## config.mk

```make
export PLATFORM = sky130hd
export DESIGN_NAME = pipe_stage_reg_flat
export DESIGN_NICKNAME = d
export VERILOG_FILES = /design/src/rtl/pipe_stage_reg_if.sv /design/src/rtl/pipe_stage_reg.sv /design/src/flat_wrapper.sv
export SDC_FILE = /design/constraint.sdc
export NUM_CORES = 1
export LEC_CHECK = 0
export ABC_AREA = 1
export ABC_CLOCK_PERIOD_IN_PS = 1750
export BUFFER_PORTS_ARGS = -buffer_cell sky130_fd_sc_hd__buf_4
export CAP_MARGIN = 25
export CELL_PAD_IN_SITES_DETAIL_PLACEMENT = 1
export CELL_PAD_IN_SITES_GLOBAL_PLACEMENT = 1
export CORE_MARGIN = 5
export CORE_UTILIZATION = 37
export CTS_CLUSTER_SIZE = 8
export DETAILED_ROUTE_END_ITERATION = 10
export PLACE_DENSITY = 0.89
export SETUP_SLACK_MARGIN = 0.5
export SYNTH_ARGS = -nofsm -noshare
export SYNTH_HDL_FRONTEND = slang
export SYNTH_SLANG_ARGS = --single-unit
```

## constraint.sdc

```tcl
create_clock -name clk -period 1.75 [get_ports clk]
set_clock_uncertainty 0.1 [all_clocks]
set_input_delay 0.35 -clock clk [delete_from_list [all_inputs] [get_ports clk]]
set_output_delay 0.35 -clock clk [all_outputs]
set_load 0.01 [all_outputs]
```

## src/rtl/pipe_stage_reg_if.sv

```systemverilog
// Handshake bundle for one elastic pipeline stage: upstream in_*, downstream out_*, and flush.
// slave is the stage's own view; master is the view of whatever drives and sinks it.
interface pipe_stage_reg_if #(
    parameter int WIDTH = 32
);
    logic             in_valid;
    logic             in_ready;
    logic [WIDTH-1:0] in_data;
    logic             flush;
    logic             out_valid;
    logic             out_ready;
    logic [WIDTH-1:0] out_data;

    modport slave (
        input  in_valid, in_data, flush, out_ready,
        output in_ready, out_valid, out_data
    );

    modport master (
        output in_valid, in_data, flush, out_ready,
        input  in_ready, out_valid, out_data
    );
endinterface

```

## src/rtl/pipe_stage_reg.sv

```systemverilog
// Elastic pipeline register (2-entry skid) with flush/bubble insertion; optional perf counters via PIPE_STAGE_REG_PERF_EN.
// Latency: 1 cycle in_fire -> out_valid; 1 payload/cycle sustained.
// Backpressure: in_ready is decoded from registered state only (low when both entries are full), no path from out_ready.
module pipe_stage_reg #(
    parameter int               WIDTH      = 32,
    parameter logic [WIDTH-1:0] RST_VAL    = {WIDTH{1'b0}},
    parameter logic [WIDTH-1:0] BUBBLE_VAL = {WIDTH{1'b0}},
    parameter int               CNT_W      = 16
) (
    input  logic                clk,
    input  logic                rst,
`ifdef PIPE_STAGE_REG_PERF_EN
    output logic [CNT_W-1:0]    stall_cnt,
    output logic [CNT_W-1:0]    flush_cnt,
`endif
    pipe_stage_reg_if.slave     bus
);

    typedef enum logic [1:0] {
        S_EMPTY = 2'd0,
        S_ONE   = 2'd1,
        S_TWO   = 2'd2
    } state_t;

    state_t           r_state;
    state_t           w_state_nxt;
    logic [WIDTH-1:0] r_main;
    logic [WIDTH-1:0] r_skid;
    logic             w_in_ready;
    logic             w_out_valid;
    logic             w_in_fire;
    logic             w_out_fire;

    assign w_in_fire  = bus.in_valid & w_in_ready;
    assign w_out_fire = w_out_valid & bus.out_ready;

    always_ff @(posedge clk) begin
        if (rst) begin
            r_state <= S_EMPTY;
        end else begin
            r_state <= w_state_nxt;
        end
    end

    always_comb begin
        w_state_nxt = r_state;
        if (bus.flush) begin
            w_state_nxt = S_EMPTY;
        end else begin
            case (r_state)
                S_EMPTY: if (w_in_fire) w_state_nxt = S_ONE;
                S_ONE: begin
                    if (w_in_fire && !w_out_fire)      w_state_nxt = S_TWO;
                    else if (!w_in_fire && w_out_fire) w_state_nxt = S_EMPTY;
                end
                S_TWO:   if (w_out_fire) w_state_nxt = S_ONE;
                default: w_state_nxt = S_EMPTY;
            endcase
        end
    end

    always_comb begin
        w_in_ready  = (r_state != S_TWO);
        w_out_valid = (r_state != S_EMPTY);
    end

    // The main register is the only one visible downstream; skid holds the older-than-input overflow entry.
    always_ff @(posedge clk) begin
        if (rst) begin
            r_main <= RST_VAL;
            r_skid <= RST_VAL;
        end else if (bus.flush) begin
            r_main <= BUBBLE_VAL;
        end else begin
            case (r_state)
                S_EMPTY: if (w_in_fire) r_main <= bus.in_data;
                S_ONE: begin
                    if (w_in_fire && w_out_fire) r_main <= bus.in_data;
                    else if (w_in_fire)          r_skid <= bus.in_data;
                end
                S_TWO:   if (w_out_fire) r_main <= r_skid;
                default: ;
            endcase
        end
    end

    assign bus.in_ready  = w_in_ready;
    assign bus.out_valid = w_out_valid;
    assign bus.out_data  = r_main;

`ifdef PIPE_STAGE_REG_PERF_EN
    logic [CNT_W-1:0] r_stall_cnt;
    logic [CNT_W-1:0] r_flush_cnt;

    // Saturating counters; conditions are this cycle's pre-update state and inputs.
    always_ff @(posedge clk) begin
        if (rst) begin
            r_stall_cnt <= '0;
            r_flush_cnt <= '0;
        end else begin
            if (w_out_valid && !bus.out_ready && (r_stall_cnt != {CNT_W{1'b1}}))
                r_stall_cnt <= r_stall_cnt + CNT_W'(1);
            if (bus.flush && (r_flush_cnt != {CNT_W{1'b1}}))
                r_flush_cnt <= r_flush_cnt + CNT_W'(1);
        end
    end

    assign stall_cnt = r_stall_cnt;
    assign flush_cnt = r_flush_cnt;
`endif

endmodule
```

## src/flat_wrapper.sv

```systemverilog
// flat-port wrapper written by rule: the top's interface ports become plain ports
module pipe_stage_reg_flat 
#(
    parameter int               WIDTH      = 32,
    parameter logic [WIDTH-1:0] RST_VAL    = {WIDTH{1'b0}},
    parameter logic [WIDTH-1:0] BUBBLE_VAL = {WIDTH{1'b0}},
    parameter int               CNT_W      = 16
)
  (clk, rst, bus_in_valid, bus_in_data, bus_flush, bus_out_ready, bus_in_ready, bus_out_valid, bus_out_data);
  pipe_stage_reg_if #(.WIDTH(WIDTH)) bus_i ();
  input  logic clk;
  input  logic rst;
  input wire logic [$bits(bus_i.in_valid)-1:0] bus_in_valid;
  input wire logic [$bits(bus_i.in_data)-1:0] bus_in_data;
  input wire logic [$bits(bus_i.flush)-1:0] bus_flush;
  input wire logic [$bits(bus_i.out_ready)-1:0] bus_out_ready;
  output wire logic [$bits(bus_i.in_ready)-1:0] bus_in_ready;
  output wire logic [$bits(bus_i.out_valid)-1:0] bus_out_valid;
  output wire logic [$bits(bus_i.out_data)-1:0] bus_out_data;
  assign bus_i.in_valid = bus_in_valid;
  assign bus_i.in_data = bus_in_data;
  assign bus_i.flush = bus_flush;
  assign bus_i.out_ready = bus_out_ready;
  assign bus_in_ready = bus_i.in_ready;
  assign bus_out_valid = bus_i.out_valid;
  assign bus_out_data = bus_i.out_data;
  pipe_stage_reg #(.WIDTH(WIDTH), .RST_VAL(RST_VAL), .BUBBLE_VAL(BUBBLE_VAL), .CNT_W(CNT_W)) u_core (.clk(clk), .rst(rst), .bus(bus_i));
endmodule
```

==> qor.json <==
{
  "status": {"value": "complete, no violations"},
  "final_core_util": {"value": 0.580},
  "grt_first_pass_wirelength": {"value": 19000, "unit": "um"},
  "clkLatencyLatePin": {"value": 0.36, "unit": "ns"},
  "dieHeight": {"value": 101, "unit": "um"},
  "grt-ovfl-total": {"value": 0},
  "clkTransAtPathRegs": {"value": 0.08, "unit": "ns"},
  "syn-cell-area": {"value": 3070, "unit": "um2"},
  "synth_cells": {"value": 476},
  "ys_seq_elements": {"value": 66},
  "irDropWorstVdd": {"value": 0.414, "unit": "mV"},
  "critPathCaptureType": {"value": "register"},
  "worst-r2r-setup-slack": {"value": 0.14, "unit": "ns"},
  "synth-seq-area-share": {"value": 0.431},
  "floorplan.die_area": {"value": 10200, "unit": "um2"},
  "post_dp_cell_area": {"value": 3700, "unit": "um2"},
  "route.vias.total": {"value": 3715},
  "worst_hold_check_path_type": {"value": "input pin to register"},
  "tritoncts": {"value": "yes"},
  "r2r.worst_path.cells": {"value": 8},
  "hold-worst-slack": {"value": 0.181, "unit": "ns"},
  "timing.fmax": {"value": 0.620, "unit": "GHz"},
  "power-per-cell-area": {"value": 736, "unit": "nW/um2"},
  "startpoint_type": {"value": "register"},
  "max_stage_delay": {"value": 0.39, "unit": "ns"},
  "worstSetupPathType": {"value": "register to register"},
  "async_reset_ff_frac": {"value": 0},
  "fp.coreArea": {"value": 8130, "unit": "um2"},
  "synth.top_cells.by_area": {"value": "sky130_fd_sc_hd__dfxtp_1 (43%), sky130_fd_sc_hd__nand2_1 (20%), sky130_fd_sc_hd__nand3_1 (10%), sky130_fd_sc_hd__nor2_1 (8.4%), sky130_fd_sc_hd__a21oi_1 (5.4%)"},
  "antenna_found_initial": {"value": 0},
  "cts_max_path_bufs": {"value": 2},
  "tritoncts_num_sinks": {"value": 66},
  "routed_via_count_divided_by_cell_count": {"value": 5.53},
  "die_w": {"value": 101, "unit": "um"},
  "numPortBuffers": {"value": 70},
  "synth_area_per_cell": {"value": 6.44, "unit": "um2"},
  "drive_above_1_share": {"value": 0.407},
  "post_synth_num_cell_types": {"value": 17},
  "synthDominantAreaCellType": {"value": "sky130_fd_sc_hd__dfxtp_1"},
  "rsz0062_at_grt": {"value": "true"},
  "finalCriticalPeriod": {"value": 1.61, "unit": "ns"},
  "timing_max_transition_violations_final": {"value": 0},
  "grt_usage": {"value": 0.242},
  "headroom_to_the_max_slew_limit": {"value": 0.819},
  "floorplan.initialDensity": {"value": 0.377},
  "setup_tns": {"value": 0, "unit": "ns"},
  "yosys_warnings": {"value": 0},
  "crit_path_max_fanout": {"value": 8},
  "detail-route-antenna-nets": {"value": 0},
  "grt_max_degree": {"value": 34},
  "maxCapViolations": {"value": 0},
  "synth.top_cells.by_count": {"value": "sky130_fd_sc_hd__nand2_1 (166), sky130_fd_sc_hd__nor2_1 (69), sky130_fd_sc_hd__dfxtp_1 (66)"},
  "path_cells": {"value": "buf_8 -> inv_4 -> nand2_4 -> nor2_4 -> buf_6 -> clkbuf_16 -> nand3_1 -> a21oi_1"},
  "synthesis.nets": {"value": 513},
  "number_of_buffers_created_by_cts": {"value": 9},
  "end_of_the_worst_register_to_register_path": {"value": "u_core.r_skid[9]"},
  "postSynth.topFlopCell": {"value": "sky130_fd_sc_hd__dfxtp_1"},
  "cts-htree-levels": {"value": 3},
  "hold_viol": {"value": 0},
  "yosys.cell_count.top_type": {"value": "sky130_fd_sc_hd__nand2_1"},
  "wl": {"value": 14500, "unit": "um"},
  "clock-root-buffer": {"value": "sky130_fd_sc_hd__clkbuf_8"},
  "antenna_cells": {"value": 0},
  "drt-wirelength-per-cell": {"value": 21.5, "unit": "um"},
  "regToRegStartpoint": {"value": "u_core.r_state[1]"},
  "final.period_utilization": {"value": 0.921},
  "area.growth.synth_to_final": {"value": 53.8, "unit": "%"},
  "grt_pass1_vias": {"value": 3732},
  "cell_at_the_slowest_stage_of_the_critical_path": {"value": "sky130_fd_sc_hd__dfxtp_4"},
  "min_path_cells": {"value": 3},
  "number_of_remaining_drc_errors": {"value": 0},
  "worst-slew-pin-transition": {"value": 0.272, "unit": "ns"},
  "dp_hpwl": {"value": 6520, "unit": "um"},
  "synth_top_area_share": {"value": 0.431},
  "critical_path_required": {"value": 1.93, "unit": "ns"},
  "gpl.final_weighted_congestion": {"value": 0.771},
  "detailedRoute.firstPassIterationCount": {"value": 5},
  "design_area": {"value": 4710, "unit": "um2"},
  "total_leakage_power": {"value": 2.11, "unit": "nW"},
  "min_from": {"value": "bus_in_data[13]"},
  "row_count": {"value": 33},
  "hold_end": {"value": "u_core.r_skid[13]"},
  "boundaryPins": {"value": 71},
  "drt_iter0_markers": {"value": 213},
  "setup-violations-final": {"value": 0},
  "nets": {"value": 600},
  "synth_edf_count": {"value": 0},
  "cp.arrival": {"value": 1.79, "unit": "ns"}
}
[worst max-delay path, delay by kind of cell (launching register included)]
| kind | cells | cell delay [ns] |
|---|---|---|
| and+or+nand+nor | 3 | 0.33 |
| DFF | 1 | 0.39 |
| AOI/OAI and AO/OA | 1 | 0.20 |
| buffers and inverters | 4 | 0.52 |
[flip-flops by register name, summed over array words and instances (netlist names)]
signal and count:
u_core.bus.out_data 32, u_core.r_skid 32, u_core.r_state 2
[routing by layer]
metal / GRT usage / wire (um)
met1: 0.277 / 5570
met2: 0.414 / 7190
met3: 0.0561 / 1020
met4: 0.130 / 673
met5: 0 / 0
[where the power goes]
part	switching [W]	leakage, nW	internal [W]
Sequential	0.0000348	0.551	0.00155
Combinational	0.000316	1.47	0.000248
Clock	0.000635	0.0962	0.000687
[through the flow]
step	cells	setup WS (ns)	power [W]
3_5_place_dp	633	0.163	0.00203
2_1_floorplan	476	0.518	0.00183
4_1_cts	662	0.282	0.00335
6_report	672	0.138	0.00347
5_1_grt	672	0.0820	0.00357
3_3_place_gp	633	0.256	0.00201
[layout by cell type (no fill, tap or decap), drive strengths merged]
cell    count
o21ai       1
a31oi       1
clkbuf     14
inv        39
nand3      64
bufinv      1
nand2     169
buf       105
nor2       72
a21oi      33
clkinv      2
dfxtp      66
[final cells by class]
class	count	area [um2]
Fill cell	1005	3420
Multi-Input combinational cell	340	1710
Sequential cell	66	1370
Timing Repair Buffer	107	1170
Inverter	39	151
Clock buffer	12	145
Tap cell	105	131
Clock inverter	3	40.0
[repair_timing]
item | 4_1_cts | 5_1_grt
resized for setup | 107 | 75
cloned | 5 | 4
hold buffers | 0 | 0
setup buffers | 9 | 6
endpoints found under the setup margin | 100 | 96
pin swaps | 7 | 27
[logic make-up (layout without fill, tap and decap cells)]
logic type | after synthesis | in the layout | share of synthesized area
AND/OR/NAND/NOR | 304 | 305 | 0.407
buffers and inverters | 71 | 161 | 0.104
flip-flops | 66 | 66 | 0.431
AO/OA/AOI/OAI | 35 | 35 | 0.0576
[how the worst max path moves through the flow]
stage | start | end | slack, ns | cells after the start
2_1_floorplan | u_core.r_state[1] | u_core.bus.out_data[22] | 0.52 | 8
3_3_place_gp | u_core.r_state[1] | u_core.r_skid[5] | 0.26 | 8
3_5_place_dp | u_core.r_state[1] | u_core.r_skid[5] | 0.16 | 8
4_1_cts | u_core.r_state[0] | bus_out_valid | 0.28 | 3
5_1_grt | u_core.r_state[1] | u_core.r_skid[9] | 0.08 | 8
6_report | u_core.r_state[1] | u_core.r_skid[9] | 0.14 | 8
Note: power is estimated with default switching activity, not from simulation.
